## src/rtl/rom_loader_pkg.sv

```systemverilog
// Shared constants for the boot ROM loader: flash opcode, image map and FSM states.
package rom_loader_pkg;

  localparam logic [7:0]  SPI_READ       = 8'h03;
  localparam logic [15:0] ROM128         = 16'h0000;
  localparam logic [15:0] ROM48          = 16'h8000;
  localparam logic [15:0] ESX            = 16'hC000;
  localparam logic [15:0] DEFAULT_LENGTH = 16'hE000;
  localparam logic [23:0] DEFAULT_FADDR  = 24'h100000;

  typedef enum logic [1:0] {
    START,
    CMD,
    DATA,
    DONE
  } state_t;

endpackage

```

## src/rtl/rom_loader_if.sv

```systemverilog
// SPI flash pins plus the memory init bus driven by the loader.
interface rom_loader_if;
  logic        spiCs;
  logic        spiCk;
  logic        spiDo;
  logic        spiDi;
  logic        iniBusy;
  logic        iniWr;
  logic [7:0]  iniD;
  logic [15:0] iniA;

  modport master (
    output spiCs, spiCk, spiDo, iniBusy, iniWr, iniD, iniA,
    input  spiDi
  );

  modport slave (
    input  spiCs, spiCk, spiDo, iniBusy, iniWr, iniD, iniA,
    output spiDi
  );
endinterface

```

## src/rtl/rom_loader_spi_shifter.sv

```systemverilog
// Tick divider and SPI mode-0 bit engine: 32-bit MOSI shifter, 8-bit MISO
// collector and a rising-edge counter used for command/byte boundaries.
module rom_loader_spi_shifter #(
  parameter int DIV = 2
) (
  input  logic        clock,
  input  logic        reset,
  input  logic        run,
  input  logic        active,
  input  logic        load,
  input  logic        stop,
  input  logic        rx_en,
  input  logic [31:0] load_val,
  input  logic        spi_di,
  output logic        tick,
  output logic        cmd_last,
  output logic        byte_done,
  output logic        spi_ck,
  output logic        spi_do,
  output logic [7:0]  rx_next
);

  localparam int            CW      = (DIV > 1) ? $clog2(DIV) : 1;
  localparam logic [CW-1:0] CNT_MAX = CW'(DIV - 1);

  logic [CW-1:0] cnt;
  logic [31:0]   tx;
  logic [7:0]    rx;
  logic [4:0]    edges;
  logic          rise;

  assign tick      = run && (cnt == CNT_MAX);
  assign rise      = tick && active && !spi_ck;
  // The edge counter wraps at 32, so data bytes line up on edges[2:0].
  assign cmd_last  = rise && (edges == 5'd31);
  assign byte_done = rise && rx_en && (edges[2:0] == 3'd7);
  assign rx_next   = {rx[6:0], spi_di};
  assign spi_do    = tx[31];

  // NOTE: state registers use non-blocking assignments so every flop samples
  // pre-edge values regardless of statement order.
  always_ff @(posedge clock or posedge reset) begin
    if (reset) begin
      cnt    <= '0;
      spi_ck <= 1'b0;
      tx     <= '0;
      rx     <= '0;
      edges  <= '0;
    end else begin
      if (!run || cnt == CNT_MAX) cnt <= '0;
      else                        cnt <= cnt + 1'b1;

      if (load) begin
        tx    <= load_val;
        edges <= '0;
      end

      if (stop) begin
        spi_ck <= 1'b0;
      end else if (tick && active) begin
        spi_ck <= !spi_ck;
        if (spi_ck) begin
          tx <= {tx[30:0], 1'b0};
        end else begin
          rx    <= rx_next;
          edges <= edges + 1'b1;
        end
      end
    end
  end

endmodule

```

## src/rtl/rom_loader.sv

```systemverilog
// Boot-time loader: reads LENGTH bytes from SPI flash at FADDR and writes them
// to the memory init port, holding iniBusy until the last byte is written.
module rom_loader
  import rom_loader_pkg::*;
#(
  parameter logic [23:0] FADDR  = DEFAULT_FADDR,
  parameter logic [15:0] LENGTH = DEFAULT_LENGTH,
  parameter int          DIV    = 2
) (
  input  logic          clock,
  input  logic          reset,
  rom_loader_if.master  bus
);

  state_t      state, next_state;
  logic        tick, cmd_last, byte_done, spi_ck, spi_do;
  logic        load, stop, last_wr;
  logic [7:0]  rx_next;
  logic [15:0] index;
  logic        spi_cs, ini_busy, ini_wr;
  logic [7:0]  ini_d;
  logic [15:0] ini_a;

  assign last_wr = ini_wr && (index == LENGTH - 16'd1);

  rom_loader_spi_shifter #(.DIV(DIV)) u_shifter (
    .clock     (clock),
    .reset     (reset),
    .run       (state != DONE),
    .active    (state == CMD || state == DATA),
    .load      (load),
    .stop      (stop),
    .rx_en     (state == DATA),
    .load_val  ({SPI_READ, FADDR}),
    .spi_di    (bus.spiDi),
    .tick      (tick),
    .cmd_last  (cmd_last),
    .byte_done (byte_done),
    .spi_ck    (spi_ck),
    .spi_do    (spi_do),
    .rx_next   (rx_next)
  );

  // NOTE: every signal written here gets a default first, so no path can
  // leave it unassigned and infer a latch.
  always_comb begin
    next_state = state;
    load       = 1'b0;
    stop       = 1'b0;
    case (state)
      START: begin
        if (tick) begin
          if (LENGTH == 16'd0) begin
            next_state = DONE;
          end else begin
            load       = 1'b1;
            next_state = CMD;
          end
        end
      end
      CMD:  if (cmd_last) next_state = DATA;
      // Last byte written: CS rises with spiCk forced low on the same clock.
      DATA: begin
        if (last_wr) begin
          stop       = 1'b1;
          next_state = DONE;
        end
      end
      default: ;
    endcase
  end

  always_ff @(posedge clock or posedge reset) begin
    if (reset) begin
      state    <= START;
      spi_cs   <= 1'b1;
      ini_busy <= 1'b1;
      ini_wr   <= 1'b0;
      ini_d    <= '0;
      ini_a    <= '0;
      index    <= '0;
    end else begin
      state    <= next_state;
      spi_cs   <= !(next_state == CMD || next_state == DATA);
      ini_busy <= (next_state != DONE);
      ini_wr   <= byte_done;
      if (byte_done) begin
        ini_d <= rx_next;
        ini_a <= index;
      end
      if (ini_wr) index <= index + 16'd1;
    end
  end

  assign bus.spiCs   = spi_cs;
  assign bus.spiCk   = spi_ck;
  assign bus.spiDo   = spi_do;
  assign bus.iniBusy = ini_busy;
  assign bus.iniWr   = ini_wr;
  assign bus.iniD    = ini_d;
  assign bus.iniA    = ini_a;

endmodule

```

## src/flat_wrapper.sv

```systemverilog
// flat-port wrapper written by rule: the top's interface ports become plain ports
module rom_loader_flat import rom_loader_pkg::*;
#(
  parameter logic [23:0] FADDR  = DEFAULT_FADDR,
  parameter logic [15:0] LENGTH = DEFAULT_LENGTH,
  parameter int          DIV    = 2
)
  (clock, reset, bus_spiCs, bus_spiCk, bus_spiDo, bus_iniBusy, bus_iniWr, bus_iniD, bus_iniA, bus_spiDi);
  rom_loader_if bus_i ();
  input  logic clock;
  input  logic reset;
  output wire logic [$bits(bus_i.spiCs)-1:0] bus_spiCs;
  output wire logic [$bits(bus_i.spiCk)-1:0] bus_spiCk;
  output wire logic [$bits(bus_i.spiDo)-1:0] bus_spiDo;
  output wire logic [$bits(bus_i.iniBusy)-1:0] bus_iniBusy;
  output wire logic [$bits(bus_i.iniWr)-1:0] bus_iniWr;
  output wire logic [$bits(bus_i.iniD)-1:0] bus_iniD;
  output wire logic [$bits(bus_i.iniA)-1:0] bus_iniA;
  input wire logic [$bits(bus_i.spiDi)-1:0] bus_spiDi;
  assign bus_spiCs = bus_i.spiCs;
  assign bus_spiCk = bus_i.spiCk;
  assign bus_spiDo = bus_i.spiDo;
  assign bus_iniBusy = bus_i.iniBusy;
  assign bus_iniWr = bus_i.iniWr;
  assign bus_iniD = bus_i.iniD;
  assign bus_iniA = bus_i.iniA;
  assign bus_i.spiDi = bus_spiDi;
  rom_loader #(.FADDR(FADDR), .LENGTH(LENGTH), .DIV(DIV)) u_core (.clock(clock), .reset(reset), .bus(bus_i));
endmodule
```

## config.mk

```make
export PLATFORM = sky130hd
export DESIGN_NAME = rom_loader_flat
export DESIGN_NICKNAME = d
export VERILOG_FILES = /design/src/rtl/rom_loader_pkg.sv /design/src/rtl/rom_loader_if.sv /design/src/rtl/rom_loader_spi_shifter.sv /design/src/rtl/rom_loader.sv /design/src/flat_wrapper.sv
export SDC_FILE = /design/constraint.sdc
export NUM_CORES = 1
export LEC_CHECK = 0
export CAP_MARGIN = 25
export CORE_MARGIN = 4
export CORE_UTILIZATION = 59
export CTS_CLUSTER_DIAMETER = 40
export DETAILED_ROUTE_END_ITERATION = 6
export DONT_BUFFER_PORTS = 1
export GPL_TIMING_DRIVEN = 1
export HOLD_SLACK_MARGIN = 0.12
export PLACE_DENSITY = 0.8
export SYNTH_ARGS = -nofsm -noshare
export SYNTH_HDL_FRONTEND = slang
export SYNTH_SLANG_ARGS = --single-unit
```

## constraint.sdc

```tcl
create_clock -name clock -period 4 [get_ports clock]
set_clock_uncertainty 0.2 [all_clocks]
set_input_delay 0.8 -clock clock [delete_from_list [all_inputs] [get_ports clock]]
set_output_delay 0.8 -clock clock [all_outputs]
set_load 0.02 [all_outputs]
```

==> out/qor.yml, run 1 <==
route:
  drc: 0
  via_count: 2236
  wl_per_cell_um: 15.20
  via_per_inst: 5.507
  ant_nets: 0
  finalWirelength_mm: 6.170
  dr.pass1.iters: 4
  drtIter0Drc: 121
sta:
  final-hold-violation-count: 0
  finalSetupViolCount: 0
  relSlewSlack: 0.4547
  period_share: 0.6824
  final-max-slew-violation-count: 0
  grt_setup_unrepaired: "false"
  worst_slack_ns: 1.270
  max_clock_freq_mhz: 366.3
  min_period_ns: 2.730
  worstMarginPinSlew_ns: 0.8179
  fin_hold_ws_ns: 0.2494
  setup_tns_ns: 0
synthesis:
  ys_ff_latch: 91
  synth_area_um2: 3973
  synth_compound_area_frac: 0.03213
  synthTopCellsByCount: "dfrtp_1 (89), inv_1 (39), nand2_1 (39)"
  syn_avg_cell_area_um2: 12.38
  synth_top_cell_by_area: "dfrtp_1"
  synth_flop_cell: "dfrtp_1"
  synth_top_area_share: 0.5606
  synth_xor_area_frac: 0.03307
  synthCells: 321
  syn_nets: 333
  synth.most_common_cell: "dfrtp_1"
  yosys_warnings: 0
  synth_top_family_by_area: "multiplexers"
  synth_edf_count: 0
  synthAdderAreaFrac: 0.02835
  synth-simple-area-share: 0.09260
  synth.area.top_cells: "dfrtp_1 (56%), mux2_2 (9.6%), mux2i_1 (8.1%)"
  yosysUniqueCellTypes: 40
  seq_area_frac_synth: 0.5739
  synthMuxAreaShare: 0.1798
  async_reset_ff_frac: 1.000
die:
  io_pins: 32
  core_um2: 6459
  die_w_um: 90.06
  rows: 29
  initial_core_util: 0.6151
  die_area_um2: 8110
  fp.dieH_um: 90.06
clocking:
  clk_pin_slew_ns: 0.08
  clock_path_buffers: 2
  cts_tree: "yes"
  clkSinkCount: 91
  cts_resized: 0
  root_buffer: "clkbuf_8"
  post_cts_buffers: 0
  postCtsHoldBufs: 0
  h-tree-depth: 3
  cts_inserted_buffers: 9
  clkLatencyLatePin_ns: 0.36
worst_hold_path:
  min_path_type: "input pin to async pin"
setup_path:
  endpoint_kind: "flop"
  crit_type: "flop to flop"
  worstPathMaxFanout: 14
  r2r_cells: 6
  reg2reg_to: "u_core.bus.iniA[3]"
  cp_data_required_time_ns: 4.04
  rrSetupSlack_ns: 1.27
  timing.rr.start: "u_core.state[0]"
  critPathSlowestCell: "and3_1"
  max_stage_delay_ns: 0.52
  crit_chain: "inv_1 > ha_1 > and4bb_2 > and3_1 > buf_4 > mux2_2"
  start_kind: "flop"
  crit_arrival_ns: 2.77
power_and_ir_drop:
  peakVddDrop_v: 0.0003375
  p_per_area_nw_per_um2: 376.4
  power.leakage_uw: 0.002003
outcome:
  status: "finished, final reports clean"
final_layout:
  synthToLayoutAreaGrowth_pct: 6.425
  nNetsFinal: 336
  fin_area_um2: 4228
  post-route-util: 0.6546
  drive_above_1_share: 0.1884
  n_antenna_cell: 0
place:
  hpwlAfterDp_mm: 4.154
  portBuffers: 0
  gp_congestion: 0.8186
  place_ws_ns: 1.312
  placed_area_um2: 4015
global_routing:
  track_usage: 0.1698
  grt_max_degree: 48
  antenna_found_initial: 0
  grt_overflow: 0
  grt_pass1_vias: 2360
  grt_pass1_wl_mm: 11.06
flow_run:
  drv_cap: 0
[where the power goes]
| part | switching [µW] | internal, µW | leakage, µW | total (µW) |
|---|---|---|---|---|
| registers | 2.43 | 923 | 0.00122 | 925 |
| logic | 18.0 | 3.96 | 0.000674 | 22.0 |
| clock network | 303 | 342 | 0.000110 | 644 |
[registers in the layout (all words and copies together), names as in the netlist, named ones only]
signal,count
u_core.bus.iniA,16
u_core.bus.iniWr,1
u_core.u_shifter.tx,32
u_core.bus.iniBusy,1
u_core.index,16
u_core.state,1
u_core.u_shifter.spi_ck,1
u_core.u_shifter.rx,7
u_core.bus.spiCs,1
u_core.u_shifter.edges,5
u_core.bus.iniD,8
u_core.u_shifter.cnt,1
[worst max-delay path: cells and delay by family (launching register included)]
kind | cells | cell delay (ns)
simple gates | 2 | 0.85
buf+inv | 2 | 0.44
flops | 1 | 0.40
fa+ha+maj | 1 | 0.37
mux | 1 | 0.36
[layer usage]
metal / wire, µm / vias to the layer above / GRT usage
met4: 93 / 0 / 0.07015
met1: 2771 / 1112 / 0.2116
met2: 2942 / 49 / 0.2651
li1: - / 1063 / -
met5: 0 / - / 0
met3: 363 / 12 / 0.06678
[logic make-up (layout without fill, tap and decap cells)]
kind of cell,Yosys count,after routing
DFF,91,91
and+or+nand+nor,73,73
muxes,67,67
buffers and inverters,52,60
xor gates and xnor gates,15,15
AOI/OAI and AO/OA,14,14
adders and majority gates,9,9
[through the flow]
step                      std cells  total power (µW)
final                           406              1591
after global routing            406              1665
after CTS                       406              1618
after detailed placement        390             967.3
after global placement          390             965.9
after floorplan                 321             959.1
[worst max-delay path by stage]
stage	cells after the start	startpoint	endpoint	slack, ns
floorplan	1	reset	async pin	0.64
CTS	6	flop	u_core.bus.iniA[3]	1.26
finish	6	u_core.state[0]	u_core.bus.iniA[3]	1.27
global placement	6	flop	u_core.bus.iniA[15]	1.40
detailed placement	6	flop	u_core.bus.iniA[13]	1.31
global route	7	u_core.state[0]	u_core.u_shifter.tx[16]	1.16
[cell type report]
cell class	instances	area, µm²
Timing Repair Buffer	5	37.54
Sequential cell	91	2280
Clock inverter	3	43.79
Inverter	39	147.6
Fill cell	506	2231
Clock buffer	13	168.9
Tap cell	77	96.34
Multi-Input combinational cell	178	1454
[cells in the final DEF, fill, tap and decap left out, types with 3 or more instances in the layout]
cell type	count
inv_1	38
buf_4	5
xnor2_1	9
and4_1	3
dfrtp_1	89
nor2_1	6
nand2_1	39
nand4_1	3
clkbuf_8	12
xor2_1	6
mux2i_1	32
and3_1	4
nand3_1	6
ha_1	9
mux2_2	34
No activity file was read; power rests on OpenSTA's default activity.
==> run 2: changes to the inputs <==
Settings changed: CORE_UTILIZATION 59 to 57.
Clock period 4 ns to 2.35 ns, I/O delays scaled along.
==> run 2 against run 1 <==
Compared with the run above: combinational power increased by 97%; setup slack lost 1.2 ns; global-route usage is 0.69 points lower; clock power increased by 65%; critical path depth unchanged; clock-buffer cell count shrank 3; wire length grew 2.8%; worst hold slack better by 0.039 ns; design area rose by 4.8%; utilization shrank 0.23 points; fmax grew 19%.
==> out/qor.yml, run 2 (synthesized netlist as in run 1, its figures left out) <==
route:
  ant_nets: 0  # unchanged
  via_per_inst: 5.224  # -5.1%
  finalWirelength_mm: 6.343  # +2.8%
  drc: 0  # unchanged
  dr.pass1.iters: 4  # unchanged
  via_count: 2309  # +3.3%
  wl_per_cell_um: 14.35  # -5.6%
  drtIter0Drc: 132  # +9.1%
place:
  gp_congestion: 0.8018  # -2.1%
  hpwlAfterDp_mm: 4.285  # +3.2%
  place_ws_ns: 0.02464  # -1.288 ns
  portBuffers: 0  # unchanged
sta:
  relSlewSlack: 0.6678  # +0.2131
  final-hold-violation-count: 0  # unchanged
  worst_slack_ns: 0.06573  # -1.205 ns
  worstMarginPinSlew_ns: 0.4973  # -0.3207 ns
  setup_tns_ns: 0  # unchanged
  max_clock_freq_mhz: 437.8  # +19%
  finalSetupViolCount: 0  # unchanged
  fin_hold_ws_ns: 0.2883  # +0.03894 ns
  period_share: 0.9720  # +0.2896
  min_period_ns: 2.284  # -0.4454 ns
  final-max-slew-violation-count: 0  # unchanged
clocking:
  clock_path_buffers: 2  # unchanged
  cts_tree: "yes"
  clkSinkCount: 91  # unchanged
  clk_pin_slew_ns: 0.09  # about the same
  h-tree-depth: 3  # unchanged
  cts_inserted_buffers: 9  # unchanged
  root_buffer: "clkbuf_8"
  clkLatencyLatePin_ns: 0.35  # about the same
die:
  initial_core_util: 0.5847  # -0.03036
  rows: 30  # +3.4%
  core_um2: 6794  # +5.2%
  die_area_um2: 8369  # +3.2%
  fp.dieH_um: 91.48  # +1.6%
  io_pins: 32  # unchanged
  die_w_um: 91.48  # +1.6%
power_and_ir_drop:
  power.leakage_uw: 0.002086  # +4.1%
  p_per_area_nw_per_um2: 603.7  # +60%
  finalPower_uw: 2675  # +68%
  peakVddDrop_v: 0.0005088  # +51%
final_layout:
  largest_reg_flops: 32  # unchanged
  n_antenna_cell: 0  # unchanged
  nNetsFinal: 353  # +5.1%
  top_register: "u_core.u_shifter.tx"
  synthToLayoutAreaGrowth_pct: 11.56
  mostFrequentLayoutCells: "dfrtp_1 (89), nand2_1 (39), inv_1 (37)"
  final_common_cell: "dfrtp_1"
  drive_above_1_share: 0.2312  # +0.04276
setup_path:
  max_stage_delay_ns: 0.41  # -0.11 ns
  worstPathMaxFanout: 25  # +11
  crit_chain: "inv_1 > ha_1 > and4bb_4 > and3_1 > buf_12 > mux2_2"
  crit_arrival_ns: 2.32  # -0.45 ns
  cp_data_required_time_ns: 2.38  # -1.66 ns
  endpoint_kind: "flop"
  critPathSlowestCell: "dfrtp_1"
  start_kind: "flop"
  crit_type: "flop to flop"
global_routing:
  grt_pass1_vias: 2339  # -0.89%
  track_usage: 0.1629  # -0.006943
  antenna_found_initial: 0  # unchanged
  grt_overflow: 0  # unchanged
  grt_max_degree: 51  # +6.3%
  grt_pass1_wl_mm: 11.03  # -0.31%
worst_hold_path:
  min_path_type: "flop to flop"
flow_run:
  drv_cap: 0  # unchanged
outcome:
  status: "finished, final reports clean"
[run 2: layout make-up]
class / instances / area (µm²)
Fill cell: 491 / 2362
Sequential cell: 91 / 2280
Multi-Input combinational cell: 178 / 1473
Timing Repair Buffer: 22 / 207.7
Inverter: 39 / 150.1
Clock buffer: 10 / 137.6
Tap cell: 96 / 120.1
Clock inverter: 6 / 63.81
[run 2: what timing repair did]
action,in CTS,in global routing
pin swaps,0,3
gates resized for setup,1,3
gates cloned,0,0
endpoints found under the hold margin,22,0
buffers inserted,0,5
hold buffers,2,0
endpoints found under the setup margin,1,60
[run 2: stage by stage]
stage               cell area [µm²]  std cells    util
detailed placement             4154        419  0.6114
global route                   4432        442  0.6523
floorplan                      3976        321       -
finish                         4432        442  0.6523
global placement               4154        419  0.6114
CTS                            4383        437  0.6451
[run 2: worst paths after layout]
kind | start | to | slack [ns] | depth (start not counted)
setup / recovery | flop | u_core.bus.iniD[5] | 0.07 | 6
hold / removal | u_core.index[11] | u_core.index[11] | 0.29 | 1
setup reg to reg | flop | u_core.bus.iniD[5] | 0.07 | 6
hold reg to reg | u_core.index[11] | u_core.index[11] | 0.29 | 1
max in group asynchronous | reset | u_core.bus.iniBusy | 0.85 | 3
min in group asynchronous | reset | u_core.u_shifter.tx[17] | 0.42 | 2
[run 2: critical path: cells and delay by family (launching register included)]
family,cells,cell delay (ns)
and+or+nand+nor,2,0.53
adders and majority gates,1,0.37
muxes,1,0.35
DFF,1,0.41
buffers and inverters,2,0.31
[run 2: routing by layer]
metal  GRT usage  wire, µm  part of all wire
met5           0         0                 0
met4     0.03769        57            0.0090
met3     0.05468       296             0.047
met2      0.2502      3038              0.48
met1      0.2256      2951              0.47
[run 2: where the power goes]
part	total [µW]	internal [µW]	switching, µW	leakage [µW]
combinational	43.4	11.5	31.8	0.000768
sequential	1570	1570	3.99	0.00122
clock	1060	521	537	0.0000987
==> run 3: changes to the inputs <==
Settings changed: PLACE_DENSITY 0.8 to 0.76.
==> run 3 against run 2 <==
Compared with the run above: setup slack gained 0.025 ns; design area grew 0.56%; power grew 0.59%; clock power barely moved; non-clock buffer count did not move; fmax is 1.1% higher; sequential share of layout area fell by 0.29 points; sequential power about the same; critical endpoint is now u_core.bus.iniA[5].
==> out/qor.yml, run 3 (synthesized netlist as in run 1, its figures left out) <==
final_layout:
  mostFrequentLayoutCells: "dfrtp_1 (89), nand2_1 (39), inv_1 (37)"
  post-route-util: 0.6560  # +0.003683
  fin_area_um2: 4457  # +0.56%
  synthToLayoutAreaGrowth_pct: 12.19
  final_common_cell: "dfrtp_1"
  largest_reg_flops: 32  # unchanged
  nNetsFinal: 353  # unchanged
  n_antenna_cell: 0  # unchanged
  top_register: "u_core.u_shifter.tx"
  drive_above_1_share: 0.2348  # +0.003569
route:
  wl_per_cell_um: 14.36  # about the same
  via_per_inst: 5.179  # -0.86%
  dr.pass1.iters: 4  # unchanged
  via_count: 2284  # -1.1%
  drc: 0  # unchanged
  finalWirelength_mm: 6.333  # -0.16%
  ant_nets: 0  # unchanged
  drtIter0Drc: 91  # -31%
setup_path:
  r2r_cells: 6  # unchanged
  reg2reg_to: "u_core.bus.iniA[5]"
  crit_arrival_ns: 2.29  # -0.03 ns
  endpoint_kind: "flop"
  start_kind: "flop"
  crit_type: "flop to flop"
  rrSetupSlack_ns: 0.09  # +0.03 ns
  critPathSlowestCell: "dfrtp_1"
  cp_data_required_time_ns: 2.39  # about the same
  timing.rr.start: "u_core.state[0]"
  max_stage_delay_ns: 0.42  # about the same
  worstPathMaxFanout: 12  # -52%
  crit_chain: "inv_2 > ha_1 > and4bb_2 > and3_2 > clkbuf_16 > mux2_2"
  path_delay_family: "simple AND/OR/NAND/NOR gates"
  critical_path_buf_inv_count: 2  # unchanged
worst_hold_path:
  hold_path_depth: 1  # unchanged
  min_path_type: "flop to flop"
  holdPathEnd: "u_core.u_shifter.tx[25]"
  min_from: "u_core.u_shifter.tx[24]"
place:
  placed_area_um2: 4161  # +0.18%
  gp_congestion: 0.7927  # -1.1%
  portBuffers: 0  # unchanged
  place_ws_ns: 0.07302  # +0.04839 ns
  hpwlAfterDp_mm: 4.273  # -0.28%
sta:
  max_clock_freq_mhz: 442.7  # +1.1%
  worstMarginPinSlew_ns: 0.5094  # +0.01210 ns
  fin_hold_ws_ns: 0.2807  # -0.007628 ns
  final-max-slew-violation-count: 0  # unchanged
  relSlewSlack: 0.6597  # -0.008087
  min_period_ns: 2.259  # -0.02535 ns
  final-hold-violation-count: 0  # unchanged
  finalSetupViolCount: 0  # unchanged
  worst_slack_ns: 0.09108  # +0.02535 ns
  period_share: 0.9612  # -0.01079
global_routing:
  grt_max_degree: 39  # -24%
  grt_pass1_wl_mm: 11.35  # +2.9%
  grt_pass1_vias: 2401  # +2.7%
  antenna_found_initial: 0  # unchanged
  grt_overflow: 0  # unchanged
  track_usage: 0.1683  # +0.005389
power_and_ir_drop:
  power.leakage_uw: 0.002092  # +0.31%
  finalPower_uw: 2691  # +0.59%
  p_per_area_nw_per_um2: 603.8  # about the same
  peakVddDrop_v: 0.0003018  # -41%
outcome:
  status: "finished, final reports clean"
flow_run:
  drv_cap: 0  # unchanged
clocking:
  clock_path_buffers: 2  # unchanged
  clkSinkCount: 91  # unchanged
  clk_pin_slew_ns: 0.08  # about the same
  cts_tree: "yes"
  root_buffer: "clkbuf_8"
  cts_inserted_buffers: 9  # unchanged
  clkLatencyLatePin_ns: 0.35  # about the same
  h-tree-depth: 3  # unchanged
die:
  die_area_um2: 8369  # unchanged
  fp.dieH_um: 91.48  # unchanged
  core_um2: 6794  # unchanged
  rows: 30  # unchanged
  die_w_um: 91.48  # unchanged
  io_pins: 32  # unchanged
  initial_core_util: 0.5847  # unchanged
[run 3: cell types whose count changed in the layout (fill, tap and decap cells not counted), sizes merged]
cell,previous run,this run
clkbuf,10,13
clkinv,2,0
buf,20,19
clkinvlp,3,2
[run 3: how the worst max path moves through the flow]
stage                    startpoint                   to  slack [ns]  cells past startpoint
global route                   flop     u_core.bus.spiCs       -0.03                      8
floorplan           u_core.state[0]  u_core.bus.iniA[10]        0.14                      7
finish              u_core.state[0]   u_core.bus.iniA[5]        0.09                      6
detailed placement             flop   u_core.bus.iniA[9]        0.07                      6
CTS                 u_core.state[0]     u_core.bus.spiCs        0.04                      8
global placement    u_core.state[0]     u_core.bus.spiCs        0.11                      8
[run 3: layout make-up]
cell class,count,area (µm²)
timing repair buffer,22,225.2
fill,488,2337
multi-input combinational,178,1480
clock buffer,12,155.1
tap,96,120.1
clock inverter,3,46.29
inverter,39,150.1
sequential,91,2280
[run 3: per-stage QoR]
step                      std cells  setup TNS, ns
after CTS                       437              0
final                           441              0
after detailed placement        420              0
after global placement          420              0
after global routing            441       -0.02539
after floorplan                 321              0
[run 3: power breakdown]
group / switching, µW / leakage (µW) / internal [µW] / total (µW)
logic: 31.7 / 0.000774 / 13.7 / 45.5
clock network: 522 / 0.0000991 / 549 / 1070
registers: 4.13 / 0.00122 / 1570 / 1570
[run 3: what timing repair did]
action                                 4_1_cts  5_1_grt
endpoints found under the hold margin       23        0
gates resized for setup                      0        7
buffers inserted                             0        3
hold buffers                                 2        0
setup endpoints to repair                    0       23
[run 3: per-layer routing]
layer,global-route usage,wire length [µm]
met1,0.2174,2989
met2,0.2635,2920
met3,0.04722,310
met4,0.07663,113
met5,0,0
